$ cat src/rtl/gpio_in_conditioner_pkg.sv
// rtl/gpio_in_conditioner_pkg.sv - shared defaults and helpers for the GPIO input conditioner
package gpio_in_conditioner_pkg;

    // Defaults shared by the conditioner, the GPIO peripheral and the top level.
    localparam int GPIO_WIDTH           = 32;
    localparam int GPIO_SYNC_STAGES     = 2;
    localparam int GPIO_DEBOUNCE_CYCLES = 50000;
    localparam int GPIO_CNT_W           = 16;

    // Terminal count of the debounce counter: a differing level is accepted
    // on the edge where the counter already holds this value.
    function automatic int cnt_limit(input int debounce_cycles);
        return debounce_cycles - 1;
    endfunction

endpackage

$ cat src/rtl/gpio_debounce_bit.sv
// rtl/gpio_debounce_bit.sv - synchroniser, debounce counter and edge pulses for one input bit
//
// Ports:
//   clk_i     clock, all state on posedge
//   rst_i     asynchronous active-low reset
//   pin_i     raw asynchronous pin
//   bypass_i  1 = accept a differing synchronised level on the first edge
//   level_o   debounced stable level (registered)
//   rise_o    one-cycle pulse when level_o goes 0->1 (registered)
//   fall_o    one-cycle pulse when level_o goes 1->0 (registered)
//   upd_o     combinational: level_o updates on the coming edge
module gpio_debounce_bit
    import gpio_in_conditioner_pkg::*;
#(
    parameter int SYNC_STAGES     = GPIO_SYNC_STAGES,
    parameter int DEBOUNCE_CYCLES = GPIO_DEBOUNCE_CYCLES,
    parameter int CNT_W           = GPIO_CNT_W
) (
    input  logic clk_i,
    input  logic rst_i,
    input  logic pin_i,
    input  logic bypass_i,
    output logic level_o,
    output logic rise_o,
    output logic fall_o,
    output logic upd_o
);

    localparam logic [CNT_W-1:0] LIMIT = CNT_W'(cnt_limit(DEBOUNCE_CYCLES));

    logic [SYNC_STAGES-1:0] sync_q;
    logic [CNT_W-1:0]       cnt_q, cnt_d;
    logic                   level_q, level_d;
    logic                   rise_q, rise_d;
    logic                   fall_q, fall_d;
    logic                   s;
    logic                   accept;

    assign s = sync_q[SYNC_STAGES-1];

    // A differing level is taken once it has been seen for DEBOUNCE_CYCLES
    // consecutive edges, or immediately in bypass. Any match restarts the run,
    // so the counter can never pass LIMIT.
    assign accept = (s != level_q) && (bypass_i || (cnt_q == LIMIT));

    always_comb begin
        cnt_d   = '0;
        level_d = level_q;
        rise_d  = 1'b0;
        fall_d  = 1'b0;
        if (accept) begin
            level_d = s;
            rise_d  = s;
            fall_d  = ~s;
        end else if (s != level_q) begin
            cnt_d = cnt_q + 1'b1;
        end
    end

    always_ff @(posedge clk_i or negedge rst_i) begin
        if (!rst_i) begin
            sync_q  <= '0;
            cnt_q   <= '0;
            level_q <= 1'b0;
            rise_q  <= 1'b0;
            fall_q  <= 1'b0;
        end else begin
            sync_q  <= {sync_q[SYNC_STAGES-2:0], pin_i};
            cnt_q   <= cnt_d;
            level_q <= level_d;
            rise_q  <= rise_d;
            fall_q  <= fall_d;
        end
    end

    assign level_o = level_q;
    assign rise_o  = rise_q;
    assign fall_o  = fall_q;
    assign upd_o   = accept;

endmodule

$ cat src/rtl/gpio_in_conditioner.sv
// rtl/gpio_in_conditioner.sv - per-bit synchronise/debounce of raw pins with edge pulses and event flag
//
// Ports:
//   clk_i     clock, all state on posedge
//   rst_i     asynchronous active-low reset
//   pins_i    raw asynchronous pins [WIDTH]
//   bypass_i  1 = no debounce, synchroniser still in path
//   gpio_bi   debounced stable levels [WIDTH], feeds the GPIO read data
//   rise_o    per-bit one-cycle 0->1 pulses [WIDTH]
//   fall_o    per-bit one-cycle 1->0 pulses [WIDTH]
//   event_o   OR of all pulses, aligned with them
module gpio_in_conditioner
    import gpio_in_conditioner_pkg::*;
#(
    parameter int WIDTH           = GPIO_WIDTH,
    parameter int SYNC_STAGES     = GPIO_SYNC_STAGES,
    parameter int DEBOUNCE_CYCLES = GPIO_DEBOUNCE_CYCLES,
    parameter int CNT_W           = GPIO_CNT_W
) (
    input  logic             clk_i,
    input  logic             rst_i,
    input  logic [WIDTH-1:0] pins_i,
    input  logic             bypass_i,
    output logic [WIDTH-1:0] gpio_bi,
    output logic [WIDTH-1:0] rise_o,
    output logic [WIDTH-1:0] fall_o,
    output logic             event_o
);

    logic [WIDTH-1:0] upd;
    logic             event_q, event_d;

    for (genvar i = 0; i < WIDTH; i++) begin : g_bit
        gpio_debounce_bit #(
            .SYNC_STAGES     (SYNC_STAGES),
            .DEBOUNCE_CYCLES (DEBOUNCE_CYCLES),
            .CNT_W           (CNT_W)
        ) u_bit (
            .clk_i    (clk_i),
            .rst_i    (rst_i),
            .pin_i    (pins_i[i]),
            .bypass_i (bypass_i),
            .level_o  (gpio_bi[i]),
            .rise_o   (rise_o[i]),
            .fall_o   (fall_o[i]),
            .upd_o    (upd[i])
        );
    end

    // Every accepted update yields exactly one rise or fall pulse, so ORing the
    // pre-register update strobes lands event_o in the same cycle as the pulses.
    assign event_d = |upd;

    always_ff @(posedge clk_i or negedge rst_i) begin
        if (!rst_i) begin
            event_q <= 1'b0;
        end else begin
            event_q <= event_d;
        end
    end

    assign event_o = event_q;

endmodule
$ cat config.mk
export PLATFORM = sky130hd
export DESIGN_NAME = gpio_in_conditioner
export DESIGN_NICKNAME = d
export VERILOG_FILES = /design/src/rtl/gpio_in_conditioner_pkg.sv /design/src/rtl/gpio_debounce_bit.sv /design/src/rtl/gpio_in_conditioner.sv
export SDC_FILE = /design/constraint.sdc
export NUM_CORES = 1
export LEC_CHECK = 0
export CAP_MARGIN = 25
export CORE_UTILIZATION = 40
export CTS_CLUSTER_DIAMETER = 150
export DETAILED_ROUTE_END_ITERATION = 16
export SYNTH_ARGS = -nofsm -noshare
export SYNTH_HDL_FRONTEND = slang
export SYNTH_HIERARCHICAL = 1
export SYNTH_SLANG_ARGS = --single-unit
$ cat constraint.sdc
create_clock -name clk_i -period 2.23 [get_ports clk_i]
set_input_delay 0.446 -clock clk_i [delete_from_list [all_inputs] [get_ports clk_i]]
set_output_delay 0.446 -clock clk_i [all_outputs]
set_load 0.03 [all_outputs]
Word level (Yosys, flattened, before mapping)
Cells that the tools add are included.
Word-level totals
  bits in registers: 673
  bits in latches: 0
  bits in writable memories: 0
  memory bits (read-only): 0
  input bits: 35
  output and inout bits: 97
  word-level logic and storage cells: 482
  memories kept: 0
Cells by class
  add/subtract/negate cells: 32
  $mul: 0
  div/mod/pow operators: 0
  magnitude comparators: 0
  equality and inequality tests: 64
  shift operators: 0
  muxes and demuxes: 128
  bitwise operators: 32
  reductions and logical operators: 65
Operators with widths (count)
  16-bit 2-to-1 mux: 64
  16-bit by 1-bit adder with 16-bit output (second input constant): 32
  16-bit == test (second input constant): 32
  1-bit 2-to-1 mux: 64
  1-bit logical AND: 32
  1-bit logical OR: 32
  1-bit inequality test: 32
  1-bit inverter: 32
  32-bit OR reduction: 1

Logic depth before layout (Yosys ltp)
Gate-level depths: netlist of run 1.
  depth after elaboration: 4
  depth in mapped cells: 7
  depth with buffers taken out: 7

Cells and area by module
Netlist of run 1, hierarchy kept.
Modules (own cells, without submodules)
  gpio_debounce_bit: instances 32, cells each 92, area each 959.7 um^2, sequential area each 525.5 um^2
  gpio_in_conditioner: instances 1, cells each 12, area each 100.1 um^2, sequential area each 25.0 um^2

Worst setup path before layout of run 1
No wires, ideal clock.
  kind: reg2reg
  from: register g_bit[0].u_bit.cnt_q[7]
  to: register g_bit[0].u_bit.cnt_q[10]
  setup time: 0.119 ns
  arrival: 1.761 ns
  data required time: 2.111 ns
  path slack: 0.350 ns
  cell stages (with the launch flop): 7
  buffers on the path: 2
  period minus slack after synthesis: 1.880 ns
  path through: dfrtp_1 -> or4b_1 -> o41a_1 -> nand2b_1 -> buf_4 -> buf_6 -> nor2_1
Between the ends
  word-level cells in the longest chain between the ends: 4
  elaborated cells between the ends (all ways): 6
  classes of those cells: add/sub (1); eq/ne (1); mux (2); reduce/logical (2)
Ends and longest elaborated chain
  start, declared: RTL line gpio_debounce_bit.sv:32  | logic [CNT_W-1:0] cnt_q, cnt_d;
  start signal, assigned: RTL line gpio_debounce_bit.sv:69  | cnt_q <= cnt_d;
  branches (longest 3 deep; another with 16-bit by 1-bit adder with 16-bit output)
  16-bit 2-to-1 mux (*): RTL line gpio_debounce_bit.sv:51  | if (accept) begin
  net g_bit[0].u_bit.cnt_d[10]: RTL line gpio_debounce_bit.sv:32
Mark *: on every way through the listed nets, which the timed path passes.
A chain may end at the register's enable or synchronous reset.

Worst setup path after layout of run 1
  from: register g_bit[12].u_bit.level_q
  to: output gpio_bi[12]
RTL lines
  start, declared: RTL line gpio_debounce_bit.sv:33  | logic level_q, level_d;
  start signal, assigned: RTL line gpio_debounce_bit.sv:70  | level_q <= level_d;
  end, declared: RTL line gpio_in_conditioner.sv:24  | output logic [WIDTH-1:0] gpio_bi,
No word-level cell between the ends.

==> metrics.cfg, run 1 <==
[yosys]
synth_async_sr_flop_share_pct = 100
synth_seq_cells = 673
syn_nets = 3023
synth.largest_area_cell = dfrtp_1
yosysTopAreaCellShare_pct = 54.7
ys.flop_type = dfrtp_1
synth_area_leaders = dfrtp_1 (55%), xnor2_1 (13%), nor2_1 (7.8%)
synth_warnings = 6
synthCells = 2956
yosysMostFrequentCell = dfrtp_1
ys_types = 21
synth_edf_count = 0
syn-mean-instance-area_sq_um = 10.4
netlist_area_sq_um = 30800
synth_common_cells = dfrtp_1 (673), nor2_1 (640), xnor2_1 (448)
ys_seq_area_share_pct = 54.7

[worst_setup_path]
max_stage_delay_ns = 0.70
r2r_slack_ns = 0.08
crit_required_ns = 1.78
startpoint = g_bit[12].u_bit/level_o$_DFFE_PN0P_
path_max_fanout = 5
crit_type = register to output port
reg2regPathDepth = 7
crit_path_end_kind = output port
r2r-start = g_bit[23].u_bit/cnt_q[5]$_DFF_PN0_
critical-path-top-delay-family = buffers and inverters
startpoint_type = register
critPathBufInv = 1
crit_arrival_ns = 1.72
rr_endpoint = event_o$_DFF_PN0_
crit_chain = clkdlybuf4s50_1
cp_slowest_cell = clkdlybuf4s50_1
crit_cells = 1

[placement]
io_buffers = 131
dp_hpwl_mm = 41.9
place_area_sq_um = 34600
routabilityCongestion = 0.818
dp_cells = 4230

[global_route]
antenna_found_initial = 0
grt.overflow.total = 0
grt_pass1_vias = 21038
grt_pass1_wl_mm = 106
grt_max_degree = 81
grt_use_total_pct = 16.2

[drt]
drc_errors = 0
wl_per_cell_um = 14.0
num_vias = 21234
drtIter0Drc = 1330
drtAntennaViolNets = 0
first_pass_iters = 5
drt-total-wl_mm = 61.3
routed_via_density = 4.86

[cts]
numCtsBuffers = 77
root_buffer = clkbuf_16
clock_sinks = 673
path_clk_slew_ns = 0.06
cts_tree = yes
clock_latency_ns = 0.62
clk_path_buf_depth = 3
h-tree-depth = 3

[layout]
drive_above_1_share_pct = 10.2
nets = 3349
layout.cells.non_filler = 4371
antenna_cells_inserted = 0
syn_to_final_growth_pct = 21.0
design_area_sq_um = 37300
fillers = 7000
utilization_pct = 49.0

[timing]
tns_ns = 0
relSlewSlack_pct = 61.3
worst_hold_slack_ns = 0.269
min_period_ns = 2.16
setup_violations = 0
finalHoldViolations = 0
max_freq_mhz = 462
clock_skew_ns = 0.0307
worst_slew_pin_slew_ns = 0.574
drv_slew = 0
fin_crit_sh_pct = 97.0

[die]
num_io_pins = 132
placementRows = 101
core-area_sq_um = 76100
dieWidth_um = 280
initial_core_util_pct = 40.5
die_area_sq_um = 78100
die_y_um = 280

[outcome]
status = complete, no violations

[hold_path]
min_to = g_bit[5].u_bit/sync_q[0]$_DFF_PN0_
hp-class = primary input to register
hold_depth = 1
min_from = pins_i[5]

[pwr]
max-vdd-ir-drop_v = 0.000490
leakage_nw = 14.4
power_density_nw_per_um2 = 747

[flow_run]
cap_violations = 0

==> worst max path at each step <==
stage	endpoint	slack [ns]
finish	gpio_bi[12]	0.07
global route	event_o$_DFF_PN0_	-0.007
CTS	gpio_bi[3]	0.006
detailed placement	event_o$_DFF_PN0_	-0.13
global placement	event_o$_DFF_PN0_	-0.13
floorplan	g_bit[0].u_bit/cnt_q[10]$_DFF_PN0_	0.35
==> layer usage <==
layer / GRT usage (%) / vias up / routed length (um)
met5: 0 / - / 0
met4: 4.82 / 0 / 1480
met3: 2.90 / 98 / 1950
met2: 25.3 / 262 / 27600
met1: 22.9 / 10202 / 30300
li1: - / 10672 / -
==> flip-flops by register name (all words and copies together), names as in the netlist <==
register,flops
g_bit.u_bit/level_o,32
g_bit.u_bit/cnt_q,512
event_o,1
g_bit.u_bit/fall_o,32
g_bit.u_bit/rise_o,32
g_bit.u_bit/sync_q,64
==> what timing repair did <==
item	4_1_cts	5_1_grt
pin swaps	0	1
hold buffers	1	0
resized for setup	15	13
buffers inserted	0	2
endpoints found under the setup margin	15	12
endpoints found under the hold margin	23	0
==> area by class of cell <==
class,count,area (sq um),share of cell area [%]
tap,1030,1290,3.46
timing repair buffer,311,3090,8.29
sequential,673,16800,45.2
clock buffer,113,2330,6.24
inverter,160,601,1.61
clock inverter,25,344,0.923
multi-input combinational,2059,12800,34.3
==> per-stage QoR <==
step,power (W),setup WS (ns)
floorplan,0.0140,0.350
global placement,0.0151,-0.130
detailed placement,0.0151,-0.125
CTS,0.0284,0.00607
global route,0.0290,-0.00655
finish,0.0278,0.0672
==> placed cells by master, fill, tap and decap left out <==
cell type / instances
dlymetal6s2s_1: 11
dfrtp_1: 673
dlygate4sd2_1: 14
xnor2_1: 448
nor4_1: 133
nor2_2: 1
o41a_1: 32
buf_8: 1
clkbuf_8: 20
clkbuf_1: 13
buf_12: 33
clkinv_2: 11
nor2_1: 639
clkinvlp_4: 4
buf_2: 1
nand4_1: 130
inv_1: 160
xor2_1: 32
nor4_2: 3
or4b_1: 64
nor3b_1: 64
nand2_1: 96
nand2b_1: 32
mux2_2: 32
clkdlybuf4s50_1: 104
nand3_1: 160
ha_1: 32
dlygate4sd3_1: 1
bufinv_16: 7
buf_4: 146
clkbuf_16: 80
clkinv_8: 3
nand3b_1: 32
or2_1: 1
nor3_1: 128
==> where the power goes <==
part           switching, W  internal [W]  total, W  leakage, nW
Sequential         0.000239        0.0125    0.0127         9.11
Combinational       0.00121      0.000830   0.00204         3.98
Clock               0.00502       0.00804    0.0131         1.31
==> cell families (layout without fill, tap and decap cells) <==
family | after synthesis | in the layout | share of synthesized area (%)
AO/OA/AOI/OAI | 32 | 32 | 1.17
multiplexers | 32 | 32 | 1.17
buffers and inverters | 224 | 609 | 3.90
XOR/XNOR | 480 | 480 | 13.6
AND/OR/NAND/NOR | 1483 | 1483 | 24.2
flip-flops | 673 | 673 | 54.7
adder cells (fa/ha/maj) | 32 | 32 | 1.30
No activity file was read; power rests on OpenSTA's default activity.
==> run 2: changes to the inputs <==
- clock period: 2.23 -> 2 ns (I/O delays scaled with it)
==> run 2 against run 1 <==
The run now ends with setup timing left. Combinational power is 39% higher. Clock skew decreased by 0.010 ns. Sequential share of layout area fell by 3.4 points. Count of clock-buffer cells in the layout shrank 9. Clock power up 9%. Die area stayed put. Final cell count grew 7.1%. Power grew 12%. Global-route usage is 0.46 points higher. Flip-flop and latch count did not move. First-iteration DRC count is 19% lower. Via count up 6.0%. Critical path type is now register to register. Largest cell class unchanged. Highest routed layer is now met5.
==> metrics.cfg, run 2 (synthesized netlist as in run 1, its figures left out) <==
[outcome]
status = finished with violations
violations = setup timing

[layout]
drive_above_1_share_pct = 20.1
top_register = g_bit.u_bit/cnt_q
antenna_cells_inserted = 0
ff_latch_area_sq_um = 16800
nets = 3659
layout_common_cells = dfrtp_1 (673), nor2_1 (606), xnor2_1 (448)
layout.cells.non_filler = 4682
final_common_cell = dfrtp_1
multi_input_area_sq_um = 13200
largest_registers = g_bit.u_bit/cnt_q x512, g_bit.u_bit/sync_q x64
utilization_pct = 52.9
syn_to_final_growth_pct = 30.7
fillers = 6747
largest_reg_flops = 512
design_area_sq_um = 40300

[die]
core-area_sq_um = 76100
die_area_sq_um = 78100
placementRows = 101
dieWidth_um = 280
die_y_um = 280
num_io_pins = 132
initial_core_util_pct = 40.5

[drt]
drtIter0Drc = 1080
drt-total-wl_mm = 64.8
wl_per_cell_um = 13.8
first_pass_iters = 5
drtAntennaViolNets = 0
num_vias = 22503
routed_via_density = 4.81
drc_errors = 0

[timing]
timing.final.ws_setup_ns = -0.0189
drv_slew = 0
worst_slew_pin_slew_ns = 0.462
rsz0062_at_grt = yes
relSlewSlack_pct = 69.2
clock_skew_ns = 0.0205
min_period_ns = 2.02
fin_crit_sh_pct = 101
max_freq_mhz = 495
setup_violations = 1
finalHoldViolations = 0

[pwr]
power_w = 0.0313
leakage_nw = 16.6
power_density_nw_per_um2 = 776
max-vdd-ir-drop_v = 0.000632

[worst_setup_path]
rr_endpoint = event_o$_DFF_PN0_
crit_end = event_o$_DFF_PN0_
path_max_fanout = 2
startpoint_type = register
reg2regPathDepth = 7
r2r-start = g_bit[19].u_bit/cnt_q[5]$_DFF_PN0_
crit_chain = or4b_1, o41a_1, nor2_2, nor4_2, buf_4, nand4_1, or2_1
crit_path_end_kind = register
crit_arrival_ns = 2.57
startpoint = g_bit[19].u_bit/cnt_q[5]$_DFF_PN0_
crit_type = register to register
cp_slowest_cell = or4b_1
r2r_slack_ns = -0.02
max_stage_delay_ns = 0.56
crit_required_ns = 2.55

[placement]
dp_hpwl_mm = 44.7
dp_cells = 4510
routabilityCongestion = 0.844
place_area_sq_um = 36700
io_buffers = 131

[global_route]
grtUsageMet3_pct = 3.37
grt_pass1_wl_mm = 108
antenna_found_initial = 1
grt_use_total_pct = 16.6
use_met1_pct = 23.1
grt_pass1_vias = 22116
use_met2_pct = 26.4
grt_max_degree = 77
busiest_layer = met2
grt.overflow.total = 0

[hold_path]
hp-class = primary input to register

[flow_run]
cap_violations = 0

[cts]
path_clk_slew_ns = 0.06
h-tree-depth = 3
numCtsBuffers = 77
clock_latency_ns = 0.61
clock_sinks = 673
root_buffer = clkbuf_16
clk_path_buf_depth = 3
cts_tree = yes

-- run 2: what timing repair did --
action                                  CTS  global route
hold endpoints to repair                 48             0
buffers inserted                          5            11
resized for setup                       130           104
endpoints found under the setup margin  125           420
pin swaps                                33            36
cloned                                    0            18
hold buffers                              1             0
-- run 2: critical path, delay by kind of cell (launching register included) --
| family | cells | cell delay, ns |
|---|---|---|
| flip-flops | 1 | 0.37 |
| AND/OR/NAND/NOR | 5 | 0.97 |
| buffers and inverters | 1 | 0.16 |
| AO/OA/AOI/OAI | 1 | 0.47 |
-- run 2: where the power goes --
group          switching (W)  total [W]  leakage [nW]  internal [W]
Clock                0.00556     0.0143          1.30       0.00869
Sequential          0.000232     0.0142          9.11        0.0139
Combinational        0.00156    0.00283          6.16       0.00127
-- run 2: how the worst min path moves through the flow --
| stage | startpoint | end | slack (ns) | cells after the start |
|---|---|---|---|---|
| after floorplan | rst_i | event_o$_DFF_PN0_ | 0.10 | 0 |
| after global placement | rst_i | g_bit[9].u_bit/cnt_q[9]$_DFF_PN0_ | 0.33 | 1 |
| after detailed placement | rst_i | g_bit[9].u_bit/cnt_q[9]$_DFF_PN0_ | 0.33 | 1 |
| after CTS | pins_i[14] | g_bit[14].u_bit/sync_q[0]$_DFF_PN0_ | 0.17 | 1 |
| after global routing | pins_i[12] | g_bit[12].u_bit/sync_q[0]$_DFF_PN0_ | 0.19 | 1 |
| final | pins_i[17] | g_bit[17].u_bit/sync_q[0]$_DFF_PN0_ | 0.22 | 1 |
-- run 2: routing by layer --
layer	part of all wire, %	routed length [um]
met1	48	30900
met2	46	29800
met3	4.0	2570
met4	2.3	1510
met5	0.020	13
-- run 2: final cells by class --
type / count / share of cell area [%]
clock buffer: 104 / 5.51
sequential: 673 / 41.8
clock inverter: 35 / 0.957
timing repair buffer: 621 / 14.2
inverter: 160 / 1.49
tap: 1030 / 3.20
multi-input combinational: 2059 / 32.8
-- run 2: through the flow --
stage	hold slack [ns]	setup slack, ns	TNS [ns]
after global placement	0.326	-0.271	-0.271
after detailed placement	0.328	-0.324	-0.324
final	0.223	-0.0189	-0.0189
after CTS	0.172	0.000236	0
after floorplan	0.104	0.120	0
after global routing	0.186	-0.0687	-0.757
==> run 3: changes to the inputs <==
- SLEW_MARGIN: unset -> 20
==> results of run 3 <==
Same layout as run 2: the final DEF is identical, and so are final timing and power.
